## config.mk

```make
export PLATFORM = sky130hd
export DESIGN_NAME = psum_accumulator
export DESIGN_NICKNAME = d
export VERILOG_FILES = /design/src/rtl/psum_accumulator_pkg.sv /design/src/rtl/psum_lane_add.sv /design/src/rtl/psum_accumulator.sv
export SDC_FILE = /design/constraint.sdc
export NUM_CORES = 1
export LEC_CHECK = 0
export ABC_AREA = 1
export CELL_PAD_IN_SITES_DETAIL_PLACEMENT = 0
export CELL_PAD_IN_SITES_GLOBAL_PLACEMENT = 2
export CORE_MARGIN = 3
export CORE_UTILIZATION = 32
export CTS_BUF_LIST = sky130_fd_sc_hd__clkbuf_4 sky130_fd_sc_hd__clkbuf_8
export DETAILED_ROUTE_END_ITERATION = 12
export PLACE_DENSITY_LB_ADDON = 0.25
export SETUP_SLACK_MARGIN = 0.4
export SLEW_MARGIN = 15
export SYNTH_ARGS = -nofsm -noshare
export SYNTH_HDL_FRONTEND = slang
export SYNTH_SLANG_ARGS = --single-unit
```

## constraint.sdc

```tcl
create_clock -name clk -period 6.95 [get_ports clk]
set_input_delay 1.0425 -clock clk [delete_from_list [all_inputs] [get_ports clk]]
set_output_delay 1.0425 -clock clk [all_outputs]
set_load 0.02 [all_outputs]
```

## src/rtl/psum_accumulator_pkg.sv

```systemverilog
// -----------------------------------------------------------------------------
// psum_accumulator_pkg
//   Constants shared by the psum accumulate stage and the downstream
//   output/psum-buffer stage: top-level FSM state codes and the psum word
//   geometry (lane count, lane width, fractional bits, buffer address width).
//   The stream-out stage takes its [25:10] slice from PSUM_FRAC/PSUM_LW, so
//   both stages must keep using these definitions.
// -----------------------------------------------------------------------------
package psum_accumulator_pkg;

  typedef logic [2:0] top_state_t;

  localparam top_state_t ST_ACC   = 3'd3;
  localparam top_state_t ST_STORE = 3'd4;

  localparam int PSUM_LANES = 4;
  localparam int PSUM_LW    = 40;
  localparam int PSUM_FRAC  = 10;
  localparam int PSUM_AW    = 8;

endpackage

```

## src/rtl/psum_lane_add.sv

```systemverilog
// -----------------------------------------------------------------------------
// psum_lane_add
//   One psum lane adder: two's complement, result wraps modulo 2^LW
//   (no saturation). Purely combinational.
// Ports
//   a_i    in  LW  previous partial sum for this lane
//   b_i    in  LW  PE contribution for this lane
//   sum_o  out LW  wrapped sum
// -----------------------------------------------------------------------------
module psum_lane_add #(
  parameter int LW = 40
) (
  input  logic signed [LW-1:0] a_i,
  input  logic signed [LW-1:0] b_i,
  output logic signed [LW-1:0] sum_o
);

  // Carry out of the MSB is deliberately discarded.
  function automatic logic signed [LW-1:0] wrap_add(input logic signed [LW-1:0] a,
                                                    input logic signed [LW-1:0] b);
    return a + b;
  endfunction

  assign sum_o = wrap_add(a_i, b_i);

endmodule

```

## src/rtl/psum_accumulator.sv

```systemverilog
// -----------------------------------------------------------------------------
// psum_accumulator
//   Read-modify-write accumulator in front of the psum buffer. Each accepted
//   PE beat (LANES x LW) is added into psum word pe_addr. Three-stage pipeline:
//     S0  issue read (re/ra) for the incoming beat
//     S1  pick old value (read data or forwarded in-flight sum), add per lane
//     S2  write back (we/wa/wd), pulse state_finish_flg on the tile's last beat
//   Address hazards against the two younger writes are resolved by forwarding,
//   so back-to-back beats to the same word accumulate exactly.
// Ports
//   clk, rst          clock, synchronous active-high reset
//   top_level_state   beats are accepted only in ST_ACC
//   pe_valid/addr/data/first/last  PE beat (first: overwrite, last: tile end)
//   re, ra            psum read port (rd returns one cycle after re)
//   rd                psum read data
//   we, wa, wd        psum write port (registered)
//   state_finish_flg  one-cycle pulse when the last beat of a tile is written
// -----------------------------------------------------------------------------
module psum_accumulator
  import psum_accumulator_pkg::*;
#(
  parameter int LANES = PSUM_LANES,
  parameter int LW    = PSUM_LW,
  parameter int AW    = PSUM_AW
) (
  input  logic                clk,
  input  logic                rst,
  input  logic [2:0]          top_level_state,
  input  logic                pe_valid,
  input  logic [AW-1:0]       pe_addr,
  input  logic [LANES*LW-1:0] pe_data,
  input  logic                pe_first,
  input  logic                pe_last,
  output logic                re,
  output logic [AW-1:0]       ra,
  input  logic [LANES*LW-1:0] rd,
  output logic                we,
  output logic [AW-1:0]       wa,
  output logic [LANES*LW-1:0] wd,
  output logic                state_finish_flg
);

  localparam int DW = LANES * LW;

  logic          acc_p0;

  logic          vld_p1_q;
  logic [AW-1:0] addr_p1_q;
  logic [DW-1:0] data_p1_q;
  logic          first_p1_q;
  logic          last_p1_q;
  logic [DW-1:0] old_p1;
  logic [DW-1:0] sum_p1;

  logic          vld_p2_q;
  logic [AW-1:0] addr_p2_q;
  logic [DW-1:0] sum_p2_q;
  logic          last_p2_q;

  logic          vld_p3_q;
  logic [AW-1:0] addr_p3_q;
  logic [DW-1:0] sum_p3_q;

  // ---- S0: accept beat, issue psum read ----
  // Reset also blocks acceptance so nothing is read while the pipe is flushed.
  assign acc_p0 = pe_valid && (top_level_state == ST_ACC) && !rst;
  assign re     = acc_p0;
  assign ra     = acc_p0 ? pe_addr : '0;

  // ---- S1: select old value, per-lane wrapping add ----
  // A beat in S2 is writing this cycle, so rd (read last cycle) is stale for
  // its address. A beat that was in S2 last cycle wrote while our read was in
  // flight, and the buffer does not define read-during-write data, so its sum
  // comes from the S3 copy. The younger (S2) match wins.
  always_comb begin
    old_p1 = rd;
    if (first_p1_q) begin
      old_p1 = '0;
    end else if (vld_p2_q && (addr_p2_q == addr_p1_q)) begin
      old_p1 = sum_p2_q;
    end else if (vld_p3_q && (addr_p3_q == addr_p1_q)) begin
      old_p1 = sum_p3_q;
    end
  end

  for (genvar i = 0; i < LANES; i++) begin : g_lane
    psum_lane_add #(.LW(LW)) u_add (
      .a_i  (old_p1[i*LW +: LW]),
      .b_i  (data_p1_q[i*LW +: LW]),
      .sum_o(sum_p1[i*LW +: LW])
    );
  end

  always_ff @(posedge clk) begin
    if (rst) begin
      vld_p1_q   <= 1'b0;
      addr_p1_q  <= '0;
      data_p1_q  <= '0;
      first_p1_q <= 1'b0;
      last_p1_q  <= 1'b0;
      vld_p2_q   <= 1'b0;
      addr_p2_q  <= '0;
      sum_p2_q   <= '0;
      last_p2_q  <= 1'b0;
      vld_p3_q   <= 1'b0;
      addr_p3_q  <= '0;
      sum_p3_q   <= '0;
    end else begin
      vld_p1_q   <= acc_p0;
      addr_p1_q  <= pe_addr;
      data_p1_q  <= pe_data;
      first_p1_q <= pe_first;
      last_p1_q  <= pe_last;

      // ---- S2: write-back registers ----
      // Loaded only for a valid beat so wa/wd hold between writes.
      vld_p2_q <= vld_p1_q;
      if (vld_p1_q) begin
        addr_p2_q <= addr_p1_q;
        sum_p2_q  <= sum_p1;
        last_p2_q <= last_p1_q;
      end

      // ---- S3: copy of the word written last cycle, forwarding only ----
      vld_p3_q  <= vld_p2_q;
      addr_p3_q <= addr_p2_q;
      sum_p3_q  <= sum_p2_q;
    end
  end

  assign we               = vld_p2_q;
  assign wa               = addr_p2_q;
  assign wd               = sum_p2_q;
  assign state_finish_flg = vld_p2_q && last_p2_q;

endmodule

```

; ---- Word-level counts from Yosys, hierarchy flattened
; Index checks and enable logic that the tools add are counted.
[word_totals]
reg_bits = 510
output_inout_bits = 179
input_bits = 336
[op_classes]
n_eq_ne = 3
n_addsub = 4
reduce_logical = 6
n_mux = 4
[ops]
columns = op, count
row1 = $mux W160, 3
row2 = $add A40 B40 Y40, 4
row3 = $eq A8 B8 Y1, 2
row4 = $mux W8, 1
row5 = $logic_and A1 B1 Y1, 5
row6 = $eq A3 B2 Y1 const B, 1
row7 = $logic_not A1 Y1, 1

; ---- Logic depth before layout (Yosys ltp)
; Gate-level depths: netlist of the first run.
[depth]
word_depth = 6
mapped_depth = 27

; ---- By module
; Synthesis of the first run repeated with hierarchy kept, for this count alone.
[unflattened]
hier_cells = 5369
hier_area_um2 = 32839.0
[by_module_without_submodules]
columns = mod, cells_each, area_each_um2, seq_area_each_um2, n_inst
row1 = psum_accumulator, 2949, 20985.1, 10209.8, 1
row2 = psum_lane_add (g_lane[0].u_add ...), 605, 2982.9, 0.0, 3
row3 = psum_lane_add (g_lane[3].u_add), 605, 2905.3, 0.0, 1

; ---- Worst setup path before layout of the first run
; No wires, ideal clock.
[synth_path]
path_kind = register to register
from = register addr_p2_q[1] (netlist: wa[1])
to = register sum_p2_q[134] (netlist: wd[134])
setup_slack_ps = 3605
stages_incl_launch_ff = 24
n_path_buf = 2
required_ps = 6836
t_arrival_ps = 3231
path_cell_list = dfxtp_1 inv_1 nand2_1 nand2_1 nor2_1 nand2_1 nor2_2 nand2_2 buf_2 buf_2 o211ai_1 inv_1 ha_1 fa_1 nand3_1 nand2_1 nand3_1 nand2_1 nand2_1 nand2_1 a21o_1 xor2_1 o21bai_1 inv_1
[synth_between]
elab_chain_cells = 5
[synth_lines]
columns = element, line
row1 = start: declaration, psum_accumulator.sv:56  ; logic [AW-1:0] addr_p2_q;
row2 = start signal: assignment, psum_accumulator.sv:119  ; addr_p2_q <= addr_p1_q;
row3 = $eq A8 B8 Y1, psum_accumulator.sv:79  ; end else if (vld_p2_q && (addr_p2_q == addr_p1_q)) begin
row4 = $logic_and A1 B1 Y1, psum_accumulator.sv:79
row5 = $mux W160, psum_accumulator.sv:79
row6 = $mux W160, psum_accumulator.sv:77  ; if (first_p1_q) begin
row7 = $add A40 B40 Y40, psum_lane_add.sv:21  ; return a + b;
row8 = end signal: assignment, psum_accumulator.sv:120  ; sum_p2_q <= sum_p1;
row9 = end: declaration, psum_accumulator.sv:57  ; logic [DW-1:0] sum_p2_q;
; Every way passes these cells.
; A chain may end at the register's enable or synchronous reset.

; ---- Worst setup path in the final report of the first run
[layout_path]
from = register vld_p2_q (netlist: we)
to = register sum_p2_q[78] (netlist: wd[78])
[layout_between]
elab_chain_cells = 4
[layout_lines]
columns = element, line
row1 = start: declaration, psum_accumulator.sv:55  ; logic vld_p2_q;
row2 = start signal: assignment, psum_accumulator.sv:117  ; vld_p2_q <= vld_p1_q;
row3 = $logic_and A1 B1 Y1, psum_accumulator.sv:79
row4 = $mux W160, psum_accumulator.sv:79
row5 = $mux W160, psum_accumulator.sv:77
row6 = $add A40 B40 Y40, psum_lane_add.sv:21
; Every way passes these cells.

==> results of run 1 <==
-- logic make-up (layout without fill, tap and decap cells) --
| kind of cell | after synthesis | in the layout | share of synthesized area (%) |
|---|---|---|---|
| flops | 510 | 510 | 33.9 |
| simple gates | 1917 | 1917 | 25.9 |
| xor+xnor | 79 | 79 | 2.30 |
| fa+ha+maj | 160 | 160 | 6.75 |
| other cells | 0 | 7 | 0 |
| buf+inv | 1062 | 1586 | 13.9 |
| compound gates | 883 | 883 | 17.2 |
-- layout by cell type, fill, tap and decap left out, types with 3 or more instances in the layout --
cell               n
a21boi_0           8
a21o_1            25
a21oi_1          266
a31oi_1            4
and2_1             3
buf_12             5
buf_4             17
clkbuf_4          21
clkbuf_8         131
clkdlybuf4s50_1  513
clkinv_2          11
dfxtp_1          509
diode_2            7
fa_1               4
ha_1             156
inv_1            872
inv_2              7
inv_6              3
nand2_1          845
nand3_1          325
nand3_2            4
nand4_1           25
nor2_1           667
nor3_1            36
o211ai_1         158
o21a_1            21
o21ai_0          264
o21ai_1           15
o21bai_1          18
o21bai_2           4
o22a_1             9
o22ai_1           87
o311ai_0           3
xnor2_1           12
xor2_1            67
-- final cells by class --
type | count | area share (%)
multi-input combinational | 3039 | 41.1
sequential | 510 | 26.7
timing repair buffer | 536 | 14.0
inverter | 881 | 8.66
clock buffer | 152 | 5.12
tap | 1243 | 4.06
clock inverter | 17 | 0.385
antenna | 7 | 0.0457
-- power by group through the flow --
stage	sequential, mW	combinational [mW]	clock, mW
floorplan	3.13	0.829	0
global placement	3.13	1.43	0
detailed placement	3.13	1.43	0
CTS	3.07	1.43	3.32
global route	3.07	1.59	3.43
finish	3.07	1.42	3.22
-- cells in the mapped netlist --
cell       count  area (um^2)
buf_2         30          150
o2111ai_1      1         8.76
and2_1         3         18.8
o22ai_1       87          544
buf_1         28          105
a31oi_1        4         25.0
a21o_1        25          188
clkinv_1       1         3.75
nand2_2        1         6.26
o21bai_1      18          135
nand3b_1       2         15.0
buf_6         19          214
dfxtp_1      510        10200
nor2_4         1         11.3
o21ai_0      264         1320
o22a_1         9         78.8
nor4_1         2         12.5
inv_2          8         30.0
nand4_1       25          156
clkbuf_1     102          383
nand3_4        1         17.5
fa_1           4         80.1
o21a_1        21          158
nand2_1      845         3170
nor3_1        36          180
o211ai_1     158         1190
xnor2_1       12          105
nand3_1      325         1630
inv_1        872         3270
a21boi_0       8         60.1
nor2_2         1         6.26
nand3_2        4         40.0
a21oi_1      266         1330
ha_1         156         1950
o311ai_0       3         26.3
xor2_1        67          587
and3_1         1         6.26
nor2_1       668         2510
o21bai_2       4         45.0
or2_2          1         6.26
nand3b_4       1         20.0
buf_4          2         15.0
o21ai_1       15         75.1
-- registers in the layout, summed over array words and instances, names as in the netlist --
name,count
data_p1_q,160
sum_p3_q,160
wd,160
addr_p1_q,8
addr_p3_q,8
wa,8
first_p1_q,1
last_p1_q,1
last_p2_q,1
vld_p1_q,1
vld_p3_q,1
we,1
-- final timing paths --
| check | startpoint | end | depth (start not counted) |
|---|---|---|---|
| min | wd[55] | sum_p3_q[55] | 2 |
| max reg2reg | we | wd[78] | 22 |
| max | we | wd[78] | 22 |
| min reg2reg | wd[55] | sum_p3_q[55] | 2 |
-- per-layer routing --
metal / vias up / GRT usage [%]
met4: 6 / 6.27
met1: 13802 / 31.7
li1: 15618 / -
met2: 683 / 38.2
met3: 150 / 5.86
met5: - / 0
-- worst reg2reg max path: stages, from the launching register on --
cell and delay [ns]:
dfxtp_1 0.39, inv_1 0.08, a21oi_1 0.14, nand3_1 0.14
nor2_2 0.36, nand2_8 0.58, buf_12 0.49, o211ai_1 0.21
inv_1 0.06, ha_1 0.31, fa_1 0.55, nand3_1 0.11
nand2_1 0.13, nand3_1 0.10, nand2_1 0.12, nand4_1 0.11
nand3_1 0.25, nand2_1 0.18, nand2_1 0.06, nand2_1 0.05
nand3_1 0.07, nand2_1 0.10, inv_1 0.04
==> results_dict.tcl, run 1 <==
set metrics [dict create \
    port_buffers 514 \
    relSlewSlack_pct 25.5 \
    route.met2.wl_um 53100 \
    cts.repair.resized 0 \
    postPlaceCellArea_mm2 0.0362 \
    layoutNonFillerInstCount 6385 \
    multi_input_area_mm2 0.0157 \
    coreArea_mm2 0.0925 \
    hold_viol_final 0 \
    hold_class "reg2reg" \
    clockBufferDepth 3 \
    r2r_slack_ns 2.21 \
    gp_congestion 0.890 \
    drtIter0Drc 1803 \
    grt_max_degree 137 \
    ys_seq_area_share_pct 33.9 \
    num_rows 111 \
    grt_usage_pct 23.7 \
    drc 0 \
    period_needed_ns 4.74 \
    rsz0062_at_grt "no" \
    synth_warnings 0 \
    path_class "reg2reg" \
    status "complete, no violations" \
    power_frac_comb_pct 18.4 \
    path_delay_family "simple AND/OR/NAND/NOR gates" \
    pwr-share-clk_pct 41.7 \
    cp.required_ns 7.57 \
    setup_slack_ns 2.21 \
    dp_cells 6209 \
    p_int_mw 5.43 \
    max_freq_ghz 0.211 \
    cp-start-kind "register" \
    initial_core_util_pct 32.5 \
    ys_ff_latch 510 \
    io_pins 515 \
    cts.sinks 510 \
    numCtsBuffers 95 \
    insertion_delay_ns 0.74 \
    area_growth_pct 27.3 \
    endpoint_kind "register" \
    die_y_um 313 \
    overflow 0 \
    p_per_area_mw_per_mm2 201 \
    cp_num_buf_inv 4 \
    antenna_left 0 \
    root_buffer "clkbuf_8" \
    fin_util_pct 41.4 \
    drv_slew 0 \
    pre_cts_slack_ns 2.21 \
    synthDistinctLibCells 43 \
    syn_nets 5107 \
    p_leak_nw 18.6 \
    drt-total-wl_um 119000 \
    worst_path_most_repeated_cell "nand2_1" \
    antenna_found_initial 12 \
    pwr-share-seq_pct 39.8 \
    avgViaCountPerCell 4.74 \
    first_pass_iters 8 \
    routedWlPerCell_um 18.7 \
    skew_ns 0.0264 \
    critPathMaxFanout 136 \
    post_cts_buffers 0 \
    tns_ns 0 \
    holdBufCountCts 0 \
    dieArea_mm2 0.0978 \
    fp.dieW_um 313 \
    critical_path.max_stage_delay_ns 0.58 \
    dp_hpwl_um 90400 \
    grt_pass1_vias 30042 \
    total_power_mw 7.71 \
    setup_violations 0 \
    worst_pin_slew_ns 1.11 \
    netlist_area_mm2 0.0301 \
    grt_pass1_wl_um 181000 \
    met1Wirelength_um 55800 \
    cap_violations 0 \
    arrival_ns 5.36 \
    layout.nets 5559 \
    routed.top_layer "met5" \
    switching_power_mw 2.28 \
    finalInstanceArea_mm2 0.0383 \
    routed-wl-met3_um 7340 \
    syn_inst 4611 \
    fillers 10115 \
    swShare_pct 29.6 \
    period_share_pct 68.2 \
    clkTransAtPathRegs_ns 0.06 \
    drive_gt1_share_pct 4.23 \
    path_cells "inv_1, a21oi_1, nand3_1, nor2_2, nand2_8, buf_12, o211ai_1, inv_1, ha_1, fa_1, nand3_1, nand2_1, nand3_1, nand2_1, nand4_1, nand3_1, nand2_1, nand2_1, nand2_1, nand3_1, nand2_1, inv_1" \
    ff_latch_area_mm2 0.0102 \
    cp_slowest_cell "nand2_8" \
    avgSynthCellArea_um2 6.53 \
    peakVddDrop_v 0.000124 \
    htreeDepth 3 \
    holdWs_ns 0.448 \
    tritoncts "yes" \
    num_vias 30259 \
]
Note: power is estimated with default switching activity, not from simulation.
==> run 2, diff against run 1 <==
CORE_UTILIZATION = 30   (was 32)
clock period = 4.4 ns   (was 6.95 ns; I/O delays follow)
==> results_dict.tcl, run 2 (synthesized netlist as in run 1, its figures left out) <==
set metrics [dict create \
    status "complete, no violations" \
    crit_cells 21 \
    critPathMaxFanout 28 \
    num_vias 30694 \
    arrival_ns 4.40 \
    fp.dieW_um 323 \
    routedWlPerCell_um 19.3 \
    initial_core_util_pct 30.4 \
    r2r_slack_ns 0.63 \
    overflow 0 \
    reg2reg_depth 21 \
    cts.sinks 510 \
    critical_path.max_stage_delay_ns 0.42 \
    grt_pass1_wl_um 187000 \
    avgViaCountPerCell 4.75 \
    peakVddDrop_v 0.000153 \
    layout.nets 5608 \
    numCtsBuffers 95 \
    tritoncts "yes" \
    path_class "reg2reg" \
    grt_max_degree 173 \
    die_y_um 323 \
    area_growth_pct 29.8 \
    worstHoldStart "pe_data[14]" \
    drive_gt1_share_pct 6.47 \
    insertion_delay_ns 0.74 \
    endpoint_kind "register" \
    dp_hpwl_um 95600 \
    skew_ns 0.0437 \
    first_pass_iters 5 \
    fin_util_pct 39.5 \
    setup_violations 0 \
    layout_common_cells "inv_1, nand2_1, nor2_1" \
    relSlewSlack_pct 37.3 \
    hold_viol_final 0 \
    num_rows 115 \
    grt_usage_pct 23.4 \
    p_per_area_mw_per_mm2 308 \
    regToRegEndpoint "wd[155]" \
    mostFrequentLayoutCell "inv_1" \
    hold_class "in2reg" \
    path_delay_family "simple AND/OR/NAND/NOR gates" \
    finalInstanceArea_mm2 0.0391 \
    switching_power_mw 3.64 \
    cp.required_ns 5.03 \
    worst_path_most_repeated_cell "nand2_1" \
    power_frac_comb_pct 19.4 \
    cp-start-kind "register" \
    htreeDepth 3 \
    holdPathEnd "data_p1_q[14]" \
    multi_input_area_mm2 0.0160 \
    fillers 10759 \
    rsz0062_at_grt "yes" \
    drv_slew 0 \
    root_buffer "clkbuf_8" \
    path_cells "xor2_1, a21oi_2, nand2_8, buf_4, clkbuf_16, o211ai_1, inv_1, ha_1, nand3_1, nand3_1, nand3_1, nand2_1, nand2_1, nand2_1, nand2_1, nand2_1, nand2_1, nand3_1, nand3_1, nand2_1, inv_1" \
    max_freq_ghz 0.265 \
    layoutNonFillerInstCount 6467 \
    coreArea_mm2 0.0990 \
    drt-total-wl_um 125000 \
    dp_cells 6290 \
    port_buffers 514 \
    io_pins 515 \
    cp_slowest_cell "dfxtp_1" \
    antenna_left 0 \
    swShare_pct 30.3 \
    ff_latch_area_mm2 0.0102 \
    drtIter0Drc 1585 \
    p_int_mw 8.38 \
    period_needed_ns 3.77 \
    postPlaceCellArea_mm2 0.0366 \
    cap_violations 0 \
    cp_num_buf_inv 4 \
    drc 0 \
    clkTransAtPathRegs_ns 0.06 \
    timing.rr.start "addr_p1_q[2]" \
    clockBufferDepth 3 \
    pwr-share-seq_pct 40.3 \
    whs_path_depth 3 \
    gp_congestion 0.879 \
    p_leak_nw 18.9 \
    period_share_pct 85.7 \
    tns_ns 0 \
    antenna_found_initial 11 \
    dieArea_mm2 0.104 \
    grt_pass1_vias 30810 \
    total_power_mw 12.0 \
    worst_pin_slew_ns 0.941 \
    pwr-share-clk_pct 40.2 \
]
==> run 2: cell count changes in the layout (fill, tap and decap cells not counted), moves of 6 or more <==
cell | previous run | this run
nor2_1 | 667 | 649
o21ai_1 | 15 | 36
o21ai_0 | 264 | 241
nand3_1 | 325 | 311
a21oi_1 | 266 | 238
buf_4 | 17 | 50
clkbuf_4 | 21 | 28
a21boi_0 | 8 | 2
buf_12 | 5 | 13
clkbuf_8 | 131 | 122
nand3_2 | 4 | 17
a21oi_2 | 0 | 27
nor2_2 | 1 | 18
==> run 2: tightest hold or removal path: cells and delay by family <==
family | cells | cell delay, ns
buf+inv | 2 | 0.44
simple gates | 1 | 0.03
==> run 2: worst max-delay path by stage <==
stage	startpoint	endpoint	slack [ns]
finish	addr_p1_q[2]	wd[155]	0.63
detailed placement	addr_p1_q[1]	wd[110]	0.17
global placement	addr_p1_q[1]	wd[110]	0.21
global route	addr_p1_q[1]	wd[146]	0.33
floorplan	wa[1]	wd[134]	1.05
CTS	we	wd[146]	0.42
==> run 2: routing by layer <==
layer  up-vias  routed length (um)  GRT usage [%]
met4        14                2900           5.68
li1      15720                   -              -
met5         -                  89              0
met2       703               56100           38.3
met1     14080               58300           31.1
met3       177                7640           5.62
==> run 2: power groups by stage <==
stage	sequential [mW]	clock, mW	combinational (mW)
4_1_cts	4.85	4.99	2.32
3_3_place_gp	4.95	0	2.32
6_report	4.85	4.83	2.34
5_1_grt	4.86	5.19	2.60
3_5_place_dp	4.95	0	2.30
2_1_floorplan	4.95	0	1.31
==> run 2: per-stage QoR <==
step	worst slack [ns]	hold WS [ns]
6_report	0.631	0.424
5_1_grt	0.327	0.378
4_1_cts	0.417	0.346
3_5_place_dp	0.166	0.442
3_3_place_gp	0.214	0.438
2_1_floorplan	1.05	0.431
==> run 2: what timing repair did <==
action | in CTS | in global routing
buffers inserted | 2 | 7
endpoints found under the setup margin | 15 | 107
gates resized for setup | 9 | 106
hold buffers | 0 | 0
gates cloned | 2 | 1
pin swaps | 2 | 9
==> run 2: layout make-up <==
class | count | share of cell area [%]
Inverter | 881 | 8.49
Sequential cell | 510 | 26.1
Multi-Input combinational cell | 3040 | 41.1
Tap cell | 1287 | 4.12
Antenna cell | 3 | 0.0192
Timing Repair Buffer | 584 | 15.1
Clock buffer | 150 | 4.84
Clock inverter | 12 | 0.186
==> run 3, diff against run 2 <==
CELL_PAD_IN_SITES_DETAIL_PLACEMENT = default   (was 0)
CELL_PAD_IN_SITES_GLOBAL_PLACEMENT = default   (was 2)
CORE_UTILIZATION = 52   (was 30)
GPL_ROUTABILITY_DRIVEN = 0   (was default)
GPL_TIMING_DRIVEN = 0   (was default)
==> results_dict.tcl, run 3 (synthesized netlist as in run 1, its figures left out) <==
set metrics [dict create \
    status "complete, no violations" \
    timing.rr.start "wa[5]" \
    cp_slowest_cell "o211ai_1" \
    clkTransAtPathRegs_ns 0.07 \
    drc 0 \
    p_leak_nw 18.9 \
    crit_end "wd[159]" \
    endpoint_kind "register" \
    drv_slew 0 \
    htreeDepth 3 \
    cp_num_buf_inv 6 \
    critical_path.max_stage_delay_ns 0.46 \
    worst_pin_slew_ns 1.33 \
    critPathMaxFanout 10 \
    root_buffer "clkbuf_8" \
    fp.dieW_um 247 \
    die_y_um 247 \
    holdBufCountCts 0 \
    p_per_area_mw_per_mm2 314 \
    dp_hpwl_um 91000 \
    layoutNonFillerInstCount 6051 \
    max_freq_ghz 0.254 \
    cap_violations 0 \
    period_share_pct 89.4 \
    regToRegEndpoint "wd[159]" \
    clockBufferDepth 3 \
    num_rows 87 \
    met1Wirelength_um 46200 \
    cp-start-kind "register" \
    cp.required_ns 5.03 \
    whs_path_depth 2 \
    drtIter0Drc 3295 \
    num_vias 33237 \
    dieArea_mm2 0.0608 \
    worstSetupStartpoint "wa[5]" \
    grt_pass1_vias 31291 \
    worst_path_most_repeated_cell "nand3_1" \
    period_needed_ns 3.93 \
    dp_cells 5880 \
    layout_common_cells "inv_1, nand2_1, nor2_1" \
    initial_core_util_pct 53.0 \
    route.met2.wl_um 52000 \
    first_pass_iters 8 \
    path_delay_family "simple AND/OR/NAND/NOR gates" \
    path_cells "inv_1, nand2_1, nand2_1, inv_1, nand3_1, nor2_4, nand2_8, buf_6, clkbuf_4, o211ai_1, inv_1, ha_1, nand3_1, nand3_2, nand3_1, nand2_2, nand2_1, nand3_1, a21oi_1, nand3_1, nand3_1, nand2_1, inv_1" \
    avgViaCountPerCell 5.49 \
    hold_class "reg2reg" \
    io_pins 515 \
    port_buffers 513 \
    holdWs_ns 0.444 \
    relSlewSlack_pct 11.3 \
    peakVddDrop_v 0.000285 \
    cts.sinks 510 \
    postPlaceCellArea_mm2 0.0362 \
    antenna_found_initial 5 \
    grt_max_degree 13 \
    hold_viol_final 0 \
    routedWlPerCell_um 19.5 \
    reg2reg_depth 23 \
    rsz0062_at_grt "yes" \
    drt-total-wl_um 118000 \
    tritoncts "yes" \
    total_power_mw 12.1 \
    finalInstanceArea_mm2 0.0386 \
    routed.top_layer "met5" \
    grt_pass1_wl_um 175000 \
    fin_util_pct 67.9 \
    drive_gt1_share_pct 5.69 \
    skew_ns 0.0310 \
    mostFrequentLayoutCell "inv_1" \
    numCtsBuffers 86 \
    insertion_delay_ns 0.71 \
    crit_cells 23 \
    r2r_slack_ns 0.47 \
    path_class "reg2reg" \
    arrival_ns 4.57 \
    layout.nets 5719 \
    setup_violations 0 \
    antenna_left 0 \
    routed-wl-met3_um 12800 \
    grt_usage_pct 37.5 \
    coreArea_mm2 0.0568 \
    area_growth_pct 28.1 \
    overflow 0 \
]
==> run 3: how the worst min path moves through the flow <==
stage | start | to | slack, ns
2_1_floorplan | last_p1_q | last_p2_q | 0.43
3_3_place_gp | wd[98] | sum_p3_q[98] | 0.44
3_5_place_dp | wd[46] | sum_p3_q[46] | 0.44
4_1_cts | pe_data[131] | data_p1_q[131] | 0.42
5_1_grt | pe_data[142] | data_p1_q[142] | 0.44
6_report | wd[48] | sum_p3_q[48] | 0.44
==> run 3: layout make-up <==
class / count / area, um^2
timing repair buffer: 524 / 5220
inverter: 881 / 3310
sequential: 510 / 10200
tap: 756 / 946
clock buffer: 130 / 1670
multi-input combinational: 3039 / 15900
buffer: 181 / 940
clock inverter: 26 / 333
fill: 5104 / 18300
antenna: 4 / 10.0
==> run 3: report_power, final <==
| part | switching [mW] | leakage [nW] | total, mW | internal (mW) |
|---|---|---|---|---|
| clock | 2.11 | 1.05 | 4.96 | 2.85 |
| combinational | 1.40 | 13.7 | 2.31 | 0.910 |
| sequential | 0.0861 | 4.17 | 4.84 | 4.76 |
| total | 3.60 | 18.9 | 12.1 | 8.52 |
==> run 3: per-layer routing <==
metal	global-route usage, %	vias to the layer above
met2	60.0	1748
met3	9.77	383
met4	20.0	4
li1	-	15962
met1	46.2	15140
met5	0	-
==> run 3: stage by stage <==
step | worst slack (ns) | setup TNS (ns)
after floorplan | 1.05 | 0
after global placement | -0.300 | -3.78
after detailed placement | -0.323 | -4.17
after CTS | 0.366 | 0
after global routing | 0.368 | 0
final | 0.467 | 0
==> run 3: repair_timing <==
| action | in CTS | in global routing |
|---|---|---|
| resized for setup | 21 | 78 |
| endpoints found under the setup margin | 131 | 90 |
| pin swaps | 3 | 7 |
| buffers inserted | 4 | 7 |
==> run 3: tightest hold or removal path: stages, from the launching register on <==
cell and delay (ns):
dfxtp_1 0.32, inv_1 0.06, nor2_1 0.04
